===== src/rtl/sync_fifo_chain_pkg.sv =====
// rtl/sync_fifo_chain_pkg.sv - shared constants and helpers for the sync FIFO chain
//
// Purpose: default word width and depth, plus the level-field width derivation
//          used by sync_fifo_chain and its storage sub-module.
// Ports:   none (package)
package sync_fifo_chain_pkg;

  localparam int DEF_W = 16;
  localparam int DEF_D = 8;

  // Level/threshold fields must represent 0..D inclusive, hence D+1 codes.
  function automatic int fifo_lw(input int d);
    return $clog2(d + 1);
  endfunction

  localparam int DEF_LW = fifo_lw(DEF_D);

endpackage


===== src/rtl/sync_fifo_ram.sv =====
// rtl/sync_fifo_ram.sv - D x W storage with registered write and asynchronous read
//
// Purpose: FIFO word storage. The asynchronous read port gives the control
//          block first-word-fall-through behaviour straight from the read pointer.
// Ports:
//   clk      in   clock
//   i_we     in   write enable
//   i_waddr  in   write address
//   i_wdata  in   write word
//   i_raddr  in   read address
//   o_rdata  out  word at i_raddr (combinational)
module sync_fifo_ram #(
  parameter int W  = 16,
  parameter int D  = 8,
  parameter int AW = $clog2(D)
) (
  input  logic          clk,
  input  logic          i_we,
  input  logic [AW-1:0] i_waddr,
  input  logic [W-1:0]  i_wdata,
  input  logic [AW-1:0] i_raddr,
  output logic [W-1:0]  o_rdata
);

  logic [W-1:0] r_mem [D];

  always_ff @(posedge clk) begin
    if (i_we) begin
      r_mem[i_waddr] <= i_wdata;
    end
  end

  assign o_rdata = r_mem[i_raddr];

endmodule


===== src/rtl/sync_fifo_chain.sv =====
// rtl/sync_fifo_chain.sv - synchronous FWFT FIFO with level, thresholds and sticky error flags
//
// Purpose: single-clock FIFO. Pointers, level and flags live here; words live
//          in sync_fifo_ram.
// Ports:
//   clk, rst       clock and synchronous active-high reset
//   flush          synchronous clear of pointers, level and sticky flags
//   w_trigger      write request; w_data is the word to store
//   w_ready        space available (level != D)
//   r_trigger      pop request
//   r_data         head word, valid while r_ready
//   r_ready        head word valid (level != 0)
//   w_thresh_lvl   free-word threshold; w_thresh = free >= w_thresh_lvl
//   r_thresh_lvl   stored-word threshold; r_thresh = level >= r_thresh_lvl
//   level          stored word count 0..D
//   overflow       sticky: write attempted while full
//   underflow      sticky: read attempted while empty
module sync_fifo_chain
  import sync_fifo_chain_pkg::*;
#(
  parameter int W  = DEF_W,
  parameter int D  = DEF_D,
  parameter int LW = fifo_lw(D)
) (
  input  logic          clk,
  input  logic          rst,
  input  logic          flush,
  input  logic          w_trigger,
  input  logic [W-1:0]  w_data,
  output logic          w_ready,
  input  logic          r_trigger,
  output logic [W-1:0]  r_data,
  output logic          r_ready,
  input  logic [LW-1:0] w_thresh_lvl,
  input  logic [LW-1:0] r_thresh_lvl,
  output logic          w_thresh,
  output logic          r_thresh,
  output logic [LW-1:0] level,
  output logic          overflow,
  output logic          underflow
);

  localparam int AW = $clog2(D);
  localparam logic [LW-1:0] FULL_LVL = LW'(D);

  logic [AW-1:0] r_wptr;
  logic [AW-1:0] r_rptr;
  logic [LW-1:0] r_level;
  logic          r_overflow;
  logic          r_underflow;

  logic w_wr_acc;
  logic w_rd_acc;
  logic w_ram_we;

  assign w_ready  = (r_level != FULL_LVL);
  assign r_ready  = (r_level != '0);
  assign w_wr_acc = w_trigger && w_ready;
  assign w_rd_acc = r_trigger && r_ready;
  // Writes dropped by flush/rst must not touch storage either.
  assign w_ram_we = w_wr_acc && !flush && !rst;

  // D is a power of two, so the AW-bit pointers wrap modulo D for free.
  always_ff @(posedge clk) begin
    if (rst || flush) begin
      r_wptr      <= '0;
      r_rptr      <= '0;
      r_level     <= '0;
      r_overflow  <= 1'b0;
      r_underflow <= 1'b0;
    end else begin
      if (w_wr_acc) r_wptr <= r_wptr + 1'b1;
      if (w_rd_acc) r_rptr <= r_rptr + 1'b1;
      if (w_wr_acc && !w_rd_acc) begin
        r_level <= r_level + 1'b1;
      end else if (w_rd_acc && !w_wr_acc) begin
        r_level <= r_level - 1'b1;
      end
      if (w_trigger && !w_ready) r_overflow  <= 1'b1;
      if (r_trigger && !r_ready) r_underflow <= 1'b1;
    end
  end

  sync_fifo_ram #(
    .W  (W),
    .D  (D),
    .AW (AW)
  ) u_ram (
    .clk     (clk),
    .i_we    (w_ram_we),
    .i_waddr (r_wptr),
    .i_wdata (w_data),
    .i_raddr (r_rptr),
    .o_rdata (r_data)
  );

  // level never exceeds D, so the free-count subtraction cannot wrap.
  assign w_thresh  = ((FULL_LVL - r_level) >= w_thresh_lvl);
  assign r_thresh  = (r_level >= r_thresh_lvl);
  assign level     = r_level;
  assign overflow  = r_overflow;
  assign underflow = r_underflow;

endmodule


===== config.mk =====
export PLATFORM = sky130hd
export DESIGN_NAME = sync_fifo_chain
export DESIGN_NICKNAME = d
export VERILOG_FILES = /design/src/rtl/sync_fifo_chain_pkg.sv /design/src/rtl/sync_fifo_ram.sv /design/src/rtl/sync_fifo_chain.sv
export SDC_FILE = /design/constraint.sdc
export NUM_CORES = 1
export LEC_CHECK = 0
export BUFFER_PORTS_ARGS = -buffer_cell sky130_fd_sc_hd__buf_4
export CAP_MARGIN = 10
export CORE_MARGIN = 3
export CORE_UTILIZATION = 49
export DETAILED_ROUTE_END_ITERATION = 12
export GPL_TIMING_DRIVEN = 0
export HOLD_SLACK_MARGIN = 0.02
export MAX_ROUTING_LAYER = met4
export PLACE_DENSITY = 0.68
export SLEW_MARGIN = 25
export SYNTH_ARGS = -nofsm -noshare
export SYNTH_HDL_FRONTEND = slang
export SYNTH_SLANG_ARGS = --single-unit

===== constraint.sdc =====
create_clock -name clk -period 9.4 [get_ports clk]
set_clock_uncertainty 0.2 [all_clocks]
set_input_delay 1.41 -clock clk [delete_from_list [all_inputs] [get_ports clk]]
set_output_delay 1.41 -clock clk [all_outputs]
set_load 0.005 [all_outputs]

==> impl_table.tex <==
\begin{tabular}{lr}
\hline
Metric & Value \\
\hline
\multicolumn{2}{l}{\textbf{Yosys}} \\
\quad Number of synthesized register bits & 143 \\
\quad Cell types with the largest area share after synthesis & edfxtp\_1 66\%, mux4\_1 13\%, dfxtp\_1 5.1\%, mux2\_2 3.1\%, ha\_1 3.0\% \\
\quad Synth unique cells & 31 \\
\quad Synthesized area & 5850 µm² \\
\quad Fraction of synthesized cell area taken by the top area cell type & 0.657 \\
\quad Sequential-to-total area share from yosys stat & 0.708 \\
\quad Syn Nets & 341 \\
\quad Synthesized netlist cell count & 297 \\
\quad Cell accounting for the most synthesized area & edfxtp\_1 \\
\quad Post-Syn Area per Cell & 19.7 µm² \\
\quad Yosys warning total & 0 \\
\multicolumn{2}{l}{\textbf{Die}} \\
\quad Initial Util & 0.506 \\
\quad CORE AREA & 11600 µm² \\
\quad Area enclosed by the die boundary & 13300 µm² \\
\quad Row Count & 39 \\
\quad I/O pin cnt & 55 \\
\quad Height of the die & 115 µm \\
\quad Overall die width & 115 µm \\
\multicolumn{2}{l}{\textbf{Final layout}} \\
\quad Fraction of layout instances using a drive strength above 1 & 0.328 \\
\quad Layout net count & 424 \\
\quad Final Instance Count excl. Fillers & 536 \\
\quad Ant. Diodes & 0 \\
\quad Area of the multi-input gates & 1610 µm² \\
\quad Total of fill cells in the finished design & 812 \\
\quad Fin area & 7220 µm² \\
\quad Footprint of the flip-flops and latches & 4140 µm² \\
\quad Signed area change from the synthesized netlist to the final layout & 23.4\% \\
\multicolumn{2}{l}{\textbf{Setup path}} \\
\quad CP peak stage delay & 0.28 ns \\
\quad Crit path launch type & input port \\
\quad Master of the slowest instance on the critical path & ha\_1 \\
\quad Crit Path Class & input port to primary output \\
\quad Cell occurring most often along the worst timing path & a21o\_1 \\
\quad Required time reported for the critical path endpoint & 7.79 ns \\
\quad Count of buffering cells on the critical path with inverters included & 2 \\
\quad Cell family with most CP delay & compound AO/OA/AOI/OAI gates \\
\quad Chain of cells forming the critical path & buf\_4, ha\_1, nand2b\_1, a21o\_1, a21o\_1, a21o\_1, buf\_4 \\
\quad Kind of capture point of the worst setup path & primary output \\
\quad Largest fanout of any net on the critical path & 1 \\
\quad Worst path arrival time & 2.56 ns \\
\multicolumn{2}{l}{\textbf{Clock network}} \\
\quad Number of clock sinks & 143 \\
\quad Clock Root Buffer & clkbuf\_16 \\
\quad Clock tree from TritonCTS & built \\
\quad Buffers from clock root to sink, at most & 2 \\
\quad Clock latency at the later pin of the worst-skew pair & 0.40 ns \\
\quad Post-CTS Setup Inserts & 0 \\
\quad CTS Hold Buffers Added & 0 \\
\quad CTS H-Tree Depth & 4 \\
\quad Register clock-pin slew on the reported worst setup and hold paths & 0.06 ns \\
\quad CTS-repair resized insts & 0 \\
\quad TritonCTS Buffers & 17 \\
\multicolumn{2}{l}{\textbf{Timing}} \\
\quad Fin Setup TNS & 0 ns \\
\quad Max-slew headroom & 0.490 \\
\quad Total setup violations reported at the end of the flow & 0 \\
\quad Share of the cycle needed by the critical path after routing & 0.444 \\
\quad Slew at the pin closest to its max-slew limit & 0.765 ns \\
\quad Final worst-path setup slack & 5.23 ns \\
\quad Highest achievable clock rate & 0.240 GHz \\
\quad Min cycle time layout & 4.17 ns \\
\quad Final count of hold timing violations & 0 \\
\quad RSZ-0062 raised after global routing & false \\
\quad Number of pins with negative max-slew slack in the final report & 0 \\
\multicolumn{2}{l}{\textbf{Drt}} \\
\quad Total vias in the final route & 2942 \\
\quad Remaining number of nets flagged by the antenna check after routing & 0 \\
\quad First DRT Iteration DRCs & 190 \\
\quad \# DRC & 0 \\
\quad Detail-routed via count per cell & 5.49 \\
\quad Post-detailed-route wirelength per cell & 20.3 µm \\
\quad First-pass DRT Iterations & 4 \\
\quad Drt total wl & 10.9 mm \\
\multicolumn{2}{l}{\textbf{Global route}} \\
\quad Aggregate global routing overflow & 0 \\
\quad Pin count of the biggest net entering global routing & 17 \\
\quad Number of global-route vias before repair & 3078 \\
\quad Number of antenna violations at the first check in global routing & 0 \\
\quad Wire length of the first global-routing pass & 17.2 mm \\
\quad Total track usage & 0.185 \\
\multicolumn{2}{l}{\textbf{Place}} \\
\quad Number of port buffers & 54 \\
\quad Routability cong. & 0.730 \\
\quad Placed instance area & 6580 µm² \\
\quad Cell count after placement & 504 \\
\quad HPWL after detailed placement & 7.18 mm \\
\quad Worst setup timing slack at the placement stage & 5.22 ns \\
\multicolumn{2}{l}{\textbf{Flow run}} \\
\quad Number of violations of the max-capacitance limit & 0 \\
\multicolumn{2}{l}{\textbf{Power}} \\
\quad Leakage & 2.61 nW \\
\quad Largest voltage drop on the vdd net & 0.000144 V \\
\quad Power per cell area & 219 nW/µm² \\
\multicolumn{2}{l}{\textbf{Worst hold path}} \\
\quad Worst hold-check path type & flip-flop to flip-flop \\
\multicolumn{2}{l}{\textbf{Outcome}} \\
\quad Run status & finished, final reports clean \\
\hline
\end{tabular}
worst paths after layout:
kind | from | to | slack, ns | depth (start not counted)
hold reg to reg | overflow | overflow | 0.28 | 2
hold / removal | overflow | overflow | 0.28 | 2
setup / recovery | w_thresh_lvl[0] | w_thresh | 5.23 | 7
setup reg to reg | level[0] | level[3] | 6.33 | 12
final cells by class:
type / count / area share
Timing Repair Buffer: 64 / 0.0723
Multi-Input combinational cell: 130 / 0.223
Clock inverter: 13 / 0.0291
Clock buffer: 19 / 0.0600
Sequential cell: 143 / 0.574
Buffer: 12 / 0.0106
Inverter: 12 / 0.00624
Tap cell: 143 / 0.0248
synth_stat cells:
cell type / count
a211o_1: 1
a211oi_1: 1
a21o_1: 6
a21oi_1: 6
a31o_2: 1
and2_1: 1
buf_1: 4
buf_6: 4
clkbuf_1: 3
clkbuf_2: 1
dfxtp_1: 15
edfxtp_1: 128
fa_1: 1
ha_1: 14
inv_1: 12
mux2_2: 16
mux2i_1: 1
mux4_1: 28
mux4_2: 4
nand2_1: 5
nand2b_1: 4
nand3_1: 6
nand3b_2: 1
nand4_1: 1
nor2_1: 19
nor3_1: 3
or2_0: 1
or3_1: 1
or3b_1: 1
xnor2_1: 2
xor2_1: 6
logic make-up after synthesis:
| group | Yosys count | synth area share |
|---|---|---|
| simple gates | 43 | 0.0351 |
| buf+inv | 24 | 0.0207 |
| flops | 143 | 0.708 |
| mux | 49 | 0.174 |
| compound gates | 15 | 0.0171 |
| xor+xnor | 8 | 0.0120 |
| fa+ha+maj | 15 | 0.0334 |
where the power goes:
| part | total (mW) | switching, mW | internal, mW |
|---|---|---|---|
| combinational | 0.144 | 0.0654 | 0.0784 |
| sequential | 0.708 | 0.00839 | 0.700 |
| clock | 0.726 | 0.254 | 0.473 |
| total | 1.58 | 0.327 | 1.25 |
sequential cells by signal (all words and copies together) (netlist names), named ones only:
register     count
u_ram.r_mem    128
level            4
r_rptr           3
r_wptr           3
overflow         1
underflow        1
cell usage in the layout, fill, tap and decap left out, types with 2 or more instances in the layout:
master	synthesis	layout
a21o_1	6	6
a21oi_1	6	6
buf_1	4	4
buf_4	0	58
buf_6	4	5
buf_8	0	5
bufinv_16	0	5
clkbuf_1	3	5
clkbuf_16	0	17
clkinv_2	0	2
clkinvlp_4	0	2
dfxtp_1	15	15
edfxtp_1	128	128
ha_1	14	14
inv_1	12	12
inv_6	0	3
mux2_2	16	16
mux4_1	28	28
mux4_2	4	4
nand2_1	5	5
nand2b_1	4	4
nand3_1	6	6
nor2_1	19	13
nor2_2	0	6
nor3_2	0	2
xnor2_1	2	2
xor2_1	6	6
per-stage QoR:
stage	util	hold WS, ns	total power [mW]
CTS	0.624	0.287	1.59
detailed placement	0.569	0.262	0.867
floorplan	-	0.254	0.809
global route	0.624	0.325	1.64
global placement	0.557	0.261	0.862
finish	0.624	0.278	1.58
worst register-to-register path, delay by kind of cell, from the launching register on:
family	cells	cell delay [ns]
compound gates	4	0.75
fa+ha+maj	3	0.79
buf+inv	3	0.39
flops	1	0.38
simple gates	2	0.50
per-layer routing:
layer,track usage,up-vias,part of all wire
li1,-,1370,-
met1,0.228,1487,0.43
met2,0.293,75,0.51
met3,0.0600,10,0.059
met4,0.0587,0,0.0082
met5,-,-,0
Note: power is estimated with default switching activity, not from simulation.
